<file path="src/rtl/rc4_pkg.sv">
// Shared definitions for the RC4 key-search datapath: checker states, message
// length and the legal plaintext character set.
package rc4_pkg;

  localparam int MESSAGE_LEN = 32;

  localparam logic [7:0] LOW_CHAR   = 8'h61;
  localparam logic [7:0] HIGH_CHAR  = 8'h7A;
  localparam logic [7:0] SPACE_CHAR = 8'h20;

  // Bit 1 marks a verdict, bit 2 marks a reject, so outputs decode from single flops.
  typedef enum logic [2:0] {
    IDLE  = 3'b000,
    CHECK = 3'b001,
    PASS  = 3'b010,
    FAIL  = 3'b110
  } checker_state_t;

endpackage

</file>
<file path="src/rtl/ascii_classifier.sv">
// Combinational plaintext character check: a lowercase letter or a space.
module ascii_classifier #(
  parameter int                    DATA_WIDTH = 8,
  parameter logic [DATA_WIDTH-1:0] LOW_CHAR   = rc4_pkg::LOW_CHAR,
  parameter logic [DATA_WIDTH-1:0] HIGH_CHAR  = rc4_pkg::HIGH_CHAR,
  parameter logic [DATA_WIDTH-1:0] SPACE_CHAR = rc4_pkg::SPACE_CHAR
) (
  input  logic [DATA_WIDTH-1:0] data,
  output logic                  is_legal
);

  assign is_legal = (data == SPACE_CHAR) || ((data >= LOW_CHAR) && (data <= HIGH_CHAR));

endmodule

</file>
<file path="config.mk">
export PLATFORM = sky130hd
export DESIGN_NAME = ascii_classifier
export DESIGN_NICKNAME = d
export VERILOG_FILES = /design/src/rtl/rc4_pkg.sv /design/src/rtl/ascii_classifier.sv
export SDC_FILE = /design/constraint.sdc
export NUM_CORES = 1
export LEC_CHECK = 0
export ABC_AREA = 1
export CORE_AREA = 10 10 47 49
export DETAILED_ROUTE_END_ITERATION = 10
export DIE_AREA = 0 0 57 59
export PLACE_DENSITY = 0.39
export SLEW_MARGIN = 25
export SYNTH_ARGS = -nofsm -noshare
export SYNTH_HDL_FRONTEND = slang
export SYNTH_SLANG_ARGS = --single-unit
</file>
<file path="constraint.sdc">
create_clock -name vclk -period 1
set_input_delay 0.15 -clock vclk [all_inputs]
set_output_delay 0.15 -clock vclk [all_outputs]
set_load 0.1 [all_outputs]
</file>
**Word level (Yosys, flattened, before mapping)**

Index checks and enable logic that the tools add are counted.

- Memories kept: 0
- Bits in latches: 0
- Word-level logic and storage cells: 5
- Register bits after elaboration: 0
- Bits in writable memories: 0
- Memory bits (read-only): 0
- Output and inout port bits: 1
- Input port bits: 8

- Shift-type cells: 0
- Magnitude comparators: 2
- Add/subtract/negate cells: 0
- Multiply operators: 0
- Mux-type cells: 0
- Bitwise logic cells: 0
- Eq/ne operators: 1
- Divide/modulo/power cells: 0
- Reduce and logical (&&, ||, !) cells: 2

Operators by type and width:

| kind | count |
|---|---|
| == test 8 x 6 -> 1 bit (second input constant) | 1 |
| greater-or-equal comparator 8 x 7 -> 1 bit (second input constant) | 1 |
| <= comparator 8 x 7 -> 1 bit (second input constant) | 1 |
| logical AND 1 bit | 1 |
| logical OR 1 bit | 1 |

**Longest topological paths before layout**

- Depth after elaboration: 3
- Mapped depth: 5
- Gate-level depth less buffers: 5

**Least setup slack after synthesis**

OpenSTA, ideal clock, no wires.

- Path type: input port to output port
- From: input port data[1]
- To: output port is_legal
- Path buffers: 0
- Arrival time: 1,316 ps
- Stages: 5
- Path slack: -466 ps
- Path through: nor2_2 nand3_1 nand2_1 nand2_1 a21oi_2

- Cells in the longest elaborated chain, start to end: 3
- Elaborated cells between the ends (all ways): 5
- Classes of those cells: 2 x order compare; 1 x eq/ne; 2 x reduce/logical

Ends and longest elaborated chain:

| element | line | text |
|---|---|---|
| from (decl) | ascii_classifier.sv:8 | `input logic [DATA_WIDTH-1:0] data,` |
| greater-or-equal comparator 8 x 7 -> 1 bit / <= comparator 8 x 7 -> 1 bit (equally long branches) | ascii_classifier.sv:12 | `assign is_legal = (data == SPACE_CHAR) \|\| ((data >= LOW_CHAR) && (data <= HIGH_CHAR));` |
| logical AND 1 bit | ascii_classifier.sv:12 |  |
| logical OR 1 bit * | ascii_classifier.sv:12 |  |
| to (decl) | ascii_classifier.sv:9 | `output logic is_legal` |

Mark *: on every way between the ends. The rest lies on a longest branch, timed or not.

**Worst setup path in the final report**

- From: input port data[2]
- To: output port is_legal

The elaborated chain is that of the path after synthesis.

==> run_results.csv <==
group,metric,value,unit
die,start_util,0.05625,
timing,layout_worst_path_cycle_share,1.031,
finish,drive_above_1_share,0.5926,
timing,report.final.slew_viol_count,0,
finish,clock_buffers,0,
finish,final_cell_mix,"nand2_1, nand2_2, inv_1, buf_6",
synth,syn_nets,26,
finish,seqCellArea,0,µm²
pwr,power_density,389.3,nW/µm²
global_route,globalRouteTotalUtil,0.01682,
die,pin_count,9,
pwr,power.internal,43.84,µW
synth,synth.avg_cell_area,4.379,µm²
route,dr.pass1.iters,1,
synth,yosys.area.top_type_share,0.3333,
synth,syn_area,78.83,µm²
critical_path,required,0.85,ns
route,routedWlPerCell,7.907,µm
critical_path,end_kind,"output port",
finish,num-nets-final,37,
pwr,pwr-share-clk,0,
pwr,switching_share,0.5055,
placement,place_inst,43,
die,die_height,59,µm
placement,io_buffers,9,
synth,ys_seq_area_frac,0,
timing,setup_slack,-0.03052,ns
clock_network,postCtsSetupBuffers,0,
timing,rsz0062_at_grt,"yes",
critical_path,cp_data_arrival_time,0.88,ns
timing,whs,0.7031,ns
timing,slew_headroom,0.9128,
timing,setup_viol_count_final,1,
flow_run,max-cap-violations,0,
route,ant_nets,0,
global_route,grt_max_degree,4,
synth,postSynthCellCount,18,
placement,gp_congestion,0.5922,
finish,diodes,0,
synth,yosysTopAreaCell,"nand2_1",
global_route,antenna_found_initial,0,
die,core.rowCount,14,
global_route,grt_pass1_vias,119,
finish,area_growth,188.9,%
pwr,p_leak,0.1074,nW
timing,setup_tns,-0.03052,ns
synth,ys_types,6,
timing,tightest_slew,0.1305,ns
critical_path,path_max_fanout,3,
synth,ys_top_cells_by_area,"nand2_1, nand3_1, inv_1, a21oi_2, nor2_1",
pwr,pwr-share-comb,1.000,
finish,instances_no_fill,43,
die,die_area,3363,µm²
pwr,p_sw,44.81,µW
route,vias_per_cell,3.209,
route,dr_total_vias,138,
global_route,grt_first_pass_wirelength,489,µm
timing,fmaxAchievable,970.4,MHz
critical_path,crit_path_start_kind,"input port",
clock_network,cts_hold_buf,0,
critical_path,worst-setup-path-type,"in2out",
outcome,status,"finished, violations left",
route,wirelength,340,µm
pwr,peakVddDrop,0.0001747,V
timing,hold_viol_final,0,
finish,layout_commonest_cell,"nand2_1",
die,fp.dieW,57,µm
route,drc,0,
global_route,globalRouteOverflowTotal,0,
synth,yosysWarnings,0,
die,core-area,1401,µm²
outcome,violations,"negative setup slack",
placement,dp_hpwl,274.6,µm
timing,min_period,1.031,ns
finish,fillers,168,
pwr,power_frac_seq,0,
route,drt_iter0_drc,0,
finish,seq_cell_count,0,
min_path,hp-class,"in2out",
stage by stage:
stage	instance area, µm²	utilization	power [mW]	worst slack [ns]
2_1_floorplan	86.33	-	0.03525	-0.1517
3_3_place_gp	206.4	0.1473	0.08266	-0.4440
3_5_place_dp	206.4	0.1473	0.08168	-0.4297
4_1_cts	217.7	0.1554	0.08446	-0.08163
5_1_grt	227.7	0.1625	0.09502	-0.06473
6_report	227.7	0.1625	0.08866	-0.03052
synth_stat cells:
cell and n:
inv_1 4, nand3_1 3, nor2_2 1, nand2_1 7, a21oi_2 1, nor2_1 2
metal layers:
metal	vias to the layer above	GRT usage	share of wire
met5	-	0	0
met4	0	0	0
met3	0	0.01073	0.18
met2	8	0.01860	0.30
met1	57	0.02600	0.52
li1	73	-	-
what timing repair did:
| action | 4_1_cts | 5_1_grt |
|---|---|---|
| pin swaps | 7 | 5 |
| setup endpoints to repair | 1 | 1 |
| gates resized for setup | 32 | 6 |
| hold endpoints to repair | 0 | 0 |
power groups by stage:
stage / clock, mW / combinational [mW] / sequential [mW]
floorplan: 0 / 0.0352 / 0
global placement: 0 / 0.0827 / 0
detailed placement: 0 / 0.0817 / 0
CTS: 0 / 0.0845 / 0
global route: 0 / 0.0950 / 0
finish: 0 / 0.0887 / 0
final cells by class:
class | instances | area [µm²] | area share
Multi-Input combinational cell | 14 | 96.34 | 0.4231
Tap cell | 16 | 20.02 | 0.08791
Inverter | 4 | 15.01 | 0.06593
Timing Repair Buffer | 9 | 96.34 | 0.4231
worst paths after layout:
path / from / to / depth (start not counted)
worst max-delay path: data[2] / is_legal / 7
worst min-delay path: data[6] / is_legal / 4
critical path, stage by stage:
cell and delay (ns):
buf_6 0.10, nor2_2 0.10, nand3_2 0.08, nand2_2 0.06
nand2_2 0.06, a21oi_4 0.14, buf_12 0.19
cell families (layout without fill, tap and decap cells):
logic type | count (synthesis) | count (layout) | synth area share
and+or+nand+nor | 13 | 13 | 0.6985
buffers and inverters | 4 | 13 | 0.1904
AOI/OAI and AO/OA | 1 | 1 | 0.1111
No activity file was read; power rests on OpenSTA's default activity.
